[config.mk]
export PLATFORM = sky130hd
export DESIGN_NAME = decode_queue
export DESIGN_NICKNAME = d
export VERILOG_FILES = /design/src/rtl/Purple_Jade.sv /design/src/rtl/decode_queue.sv
export SDC_FILE = /design/constraint.sdc
export NUM_CORES = 1
export LEC_CHECK = 0
export ABC_AREA = 1
export CAP_MARGIN = 25
export CELL_PAD_IN_SITES_DETAIL_PLACEMENT = 0
export CELL_PAD_IN_SITES_GLOBAL_PLACEMENT = 1
export CORE_AREA = 2 2 113 115
export DETAILED_ROUTE_END_ITERATION = 8
export DIE_AREA = 0 0 115 117
export PLACE_DENSITY = 0.88
export SYNTH_ARGS = -nofsm -noshare
export SYNTH_HDL_FRONTEND = slang
export SYNTH_SLANG_ARGS = --single-unit
export TNS_END_PERCENT = 10
[constraint.sdc]
create_clock -name clk_i -period 3.4 [get_ports clk_i]
set_input_delay 0.51 -clock clk_i [delete_from_list [all_inputs] [get_ports clk_i]]
set_output_delay 0.51 -clock clk_i [all_outputs]
set_load 0.02 [all_outputs]
[src/rtl/Purple_Jade.sv]
// Purple_Jade shared package: machine-wide widths used by the front end.
package Purple_Jade;

  // Native machine word size.
  localparam int WORD_SIZE_P = 32;

  // Width of one decoded instruction as handed from decode to rename.
  localparam int DECODED_INSTRUCTION_WIDTH = WORD_SIZE_P;

endpackage : Purple_Jade

[src/rtl/decode_queue.sv]
// decode_queue: FIFO of decoded instructions between decode and rename.
// Flop-array storage, wrap-around head/tail pointers, separate occupancy
// counter. A backend mispredict or reset empties the queue in one cycle.
// Optional feature macro: DECODE_QUEUE_BYPASS_EN -- when defined, an entry
// arriving at an empty queue is presented to rename in the same cycle.
module decode_queue
  import Purple_Jade::*;
#(
  parameter int DEPTH = 4,
  parameter int WIDTH = DECODED_INSTRUCTION_WIDTH
) (
  input  logic                       clk_i,
  input  logic                       reset_i,
  input  logic                       dec_v_i,
  input  logic [WIDTH-1:0]           dec_instr_i,
  output logic                       dec_ready_o,
  output logic [WIDTH-1:0]           decoded_o,
  output logic                       decoded_v_o,
  input  logic                       rename_ready_i,
  input  logic                       mispredict_i,
  output logic [$clog2(DEPTH+1)-1:0] count_o
);

  localparam int PW = $clog2(DEPTH);
  localparam int CW = $clog2(DEPTH + 1);
  localparam logic [CW-1:0] FULL_COUNT = CW'(DEPTH);

  logic [WIDTH-1:0] r_mem [DEPTH];
  logic [PW-1:0]    r_head;
  logic [PW-1:0]    r_tail;
  logic [CW-1:0]    r_count;

  logic w_empty;
  logic w_full;
  logic w_stored_v;
  logic w_bypass_v;
  logic w_push;
  logic w_pop;

  assign w_empty    = (r_count == '0);
  assign w_full     = (r_count == FULL_COUNT);
  // A stored head entry is offered unless a flush or reset is in progress.
  assign w_stored_v = !w_empty & !mispredict_i & !reset_i;

`ifdef DECODE_QUEUE_BYPASS_EN
  // Empty queue: the decoder's entry goes straight through to rename.
  assign w_bypass_v = w_empty & dec_v_i & !mispredict_i & !reset_i;
  assign decoded_o  = w_empty ? dec_instr_i : r_mem[r_head];
`else
  // Registered-only path: nothing from the decoder reaches the outputs combinationally.
  assign w_bypass_v = 1'b0;
  assign decoded_o  = r_mem[r_head];
`endif

  assign decoded_v_o = w_stored_v | w_bypass_v;
  assign dec_ready_o = !w_full & !reset_i;
  assign count_o     = reset_i ? '0 : r_count;

  // A bypassed entry that rename takes this cycle is consumed and never stored.
  assign w_push = dec_v_i & dec_ready_o & !mispredict_i & !(w_bypass_v & rename_ready_i);
  // Only stored entries advance the head.
  assign w_pop  = w_stored_v & rename_ready_i;

  // Entry storage: write at the tail on every accepted push (no reset needed).
  always_ff @(posedge clk_i) begin
    if (w_push) begin
      r_mem[r_tail] <= dec_instr_i;
    end
  end

  // Pointers and occupancy: cleared by reset or flush, otherwise advanced by push/pop.
  always_ff @(posedge clk_i) begin
    if (reset_i || mispredict_i) begin
      r_head  <= '0;
      r_tail  <= '0;
      r_count <= '0;
    end else begin
      if (w_push) begin
        r_tail <= r_tail + 1'b1;
      end
      if (w_pop) begin
        r_head <= r_head + 1'b1;
      end
      case ({w_push, w_pop})
        2'b10:   r_count <= r_count + 1'b1;
        2'b01:   r_count <= r_count - 1'b1;
        default: r_count <= r_count;
      endcase
    end
  end

endmodule : decode_queue

==> qor.yml <==
cp_slowest_cell: "dfxtp_2"
max-cap-violations: 0
criticalPathCategory: "reg -> out"
r2r_cells: 14
grt_max_degree: 65
start_util_pct: 43.0
required_ps: 2890
worstSkewPairLatency_ps: 420
postCtsSetupBuffers: 0
synth_top_family_by_area: "compound AO/OA/AOI/OAI gates"
yosys.area.top_type: "edfxtp_1"
die-area_sq_um: 13500
die_w_microns: 115
hp-class: "reg -> reg"
ir_drop_mv: 0.325
critPathArrivalTime_ps: 2530
grt_overflow_total: 0
finClkSkew_ps: 10.7
synthArstFlopShare_pct: 0
placed_cell_area_sq_um: 6210
critPathTopFamily: "buffers and inverters"
core_sq_um: 12300
cts_tree: "yes"
row_count: 41
synthSimpleGateAreaFrac_pct: 7.84
ys_types: 23
dr.pass1.iters: 7
p_per_area_nw_per_um2: 588
drive_above_1_share_pct: 11.4
yosysTopAreaCellShare_pct: 72.5
synth-compound-area-share_pct: 10.7
dp_hpwl_microns: 5850
stdcell_area_sq_um: 6880
syn2layout_area_growth_pct: 29.9
dp_cells: 600
fmax_mhz: 329
wirelength_microns: 9970
tightest_slew_ps: 723
synth_xor_area_share_pct: 0
io_pins: 74
r2r_slack_ps: 1330
rr_endpoint: "r_count[2]$_SDFFE_PP0P_"
min_from: "r_tail[1]$_SDFFE_PP0P_"
avgSynthCellArea_sq_um: 13.8
status: "finished, final reports clean"
final_antenna_net_count: 0
synth_area_leaders: "edfxtp_1, nor2_1, o22ai_1, o21ai_0, dfxtp_1"
port_buffers: 73
antenna_found_initial: 0
worstSetupStartpointType: "flip-flop"
yosys_warnings: 0
grt.total_usage_pct: 15.5
h-tree-depth: 4
grt_pass1_vias: 3083
worstReg2RegStart: "r_count[1]$_SDFFE_PP0P_"
first_iter_violations: 213
postSynthCellCount: 385
min_period_ps: 3040
tns_ps: 0
finalNonFillerCells: 632
synthMuxAreaShare_pct: 0
clock-sinks: 137
synth_adder_area_share_pct: 1.56
dr_total_vias: 3216
hold_viol_final: 0
drv_slew: 0
cp_num_buf_inv: 2
cts_made_buffers: 17
drcViolationCount: 0
hold_path_depth: 2
fin_crit_sh_pct: 89.3
place_congestion: 0.756
ys_seq_area_share_pct: 75.9
slew_headroom_pct: 51.8
grt_pass1_wl_microns: 15100
root_buffer: "clkbuf_16"
synth_area_sq_um: 5300
cts_resized: 0
yosys-top-cells-count: "edfxtp_1, nor2_1, o21ai_0"
clock_path_buffers: 2
synth_nets: 428
holdPathEnd: "r_tail[1]$_SDFFE_PP0P_"
setup_viol: 0
synth-main-ff-cell: "edfxtp_1"
wl_per_cell_microns: 15.8
crit_chain: "inv_6 > o21ai_0 > o22ai_1 > clkdlybuf4s50_1"
rsz0062_at_grt: "false"
p_leak_nw: 2.36
nNetsFinal: 512
synth.most_common_cell: "edfxtp_1"
die_y_microns: 117
antenna_cells: 0
ctsHoldBuffers: 0
finalPower_mw: 4.04
synth-edff-count: 128
cp_max_fo: 64
clkTransAtPathRegs_ps: 60
via_per_inst: 5.09
cp-end-kind: "output pin"
yosys_register_bits: 137
cpPeakStageDelay_ps: 790
flip-flops by register name (all words and copies together), names as in the netlist, named ones only:
signal   cells
r_count      3
r_head       2
r_tail       2
r_mem      128
stage by stage:
| step | setup slack (ps) | hold WS, ps | util, % |
|---|---|---|---|
| global route | 161 | 570 | 55.9 |
| detailed placement | 752 | 512 | 50.4 |
| floorplan | 859 | 476 | - |
| finish | 363 | 520 | 55.9 |
| CTS | 321 | 522 | 55.9 |
| global placement | 764 | 501 | 50.4 |
per-layer routing:
metal / vias to the layer above / routed length [microns] / GRT usage (%)
met4: 0 / 128 / 7.39
met2: 102 / 4980 / 25.3
li1: 1580 / - / -
met5: - / 0 / 0
met1: 1523 / 4200 / 18.5
met3: 11 / 660 / 5.61
tightest hold or removal path, cell delays in order, from the launching register on:
cell and delay (ps):
dfxtp_1 340, nand2_1 70, a21oi_1 60
report_power, final:
part           switching, mW  internal [mW]  total, mW  leakage [nW]
clock                  0.659           1.38       2.04         0.321
sequential           0.00518           1.86       1.87          1.23
combinational         0.0722         0.0705      0.143         0.810
cells by family (layout without fill, tap and decap cells):
kind of cell               count (synthesis)  count (layout)
AOI/OAI and AO/OA                        105             105
adders and majority gates                  6               6
buffers and inverters                     37             134
DFF                                      137             137
and+or+nand+nor                          100             100
how the worst max path moves through the flow:
stage               startpoint                    end  cells after the start
floorplan              reset_i  r_mem[0][0]$_DFFE_PP_                      3
global placement       reset_i            decoded_v_o                      5
detailed placement     reset_i            decoded_v_o                      5
CTS                  flip-flop          decoded_o[27]                      4
global route         flip-flop          decoded_o[28]                      4
finish               flip-flop          decoded_o[27]                      4
cells in the final DEF (no fill, tap or decap):
master           netlist  layout
a21oi_1                5       5
a21oi_2                1       1
buf_12                 0       1
buf_4                  4      10
bufinv_16              0       6
clkbuf_16              0      17
clkdlybuf4s50_1        0      73
clkinv_1               0       1
clkinv_2               0       1
clkinv_4               0       3
clkinvlp_4             0       2
dfxtp_1                9       8
dfxtp_2                0       1
edfxtp_1             128     128
fa_1                   1       1
ha_1                   5       5
inv_1                 16      16
inv_2                  1       1
inv_6                  1       3
nand2_1               14      14
nand2_2                2       2
nand3_4                1       1
nand4_1                1       1
nor2_1                80      76
nor2_2                 1       1
nor2_4                 0       4
nor2_8                 1       1
o21ai_0               39      39
o21ai_1               28      28
o22ai_1               32      32
layout make-up:
type / count / area, sq um
fill: 1003 / 5430
sequential: 137 / 4030
multi-input combinational: 211 / 1100
timing repair buffer: 84 / 826
clock buffer: 17 / 425
clock inverter: 15 / 248
tap: 150 / 188
inverter: 18 / 72.6
(Power assumes the default switching activity.)
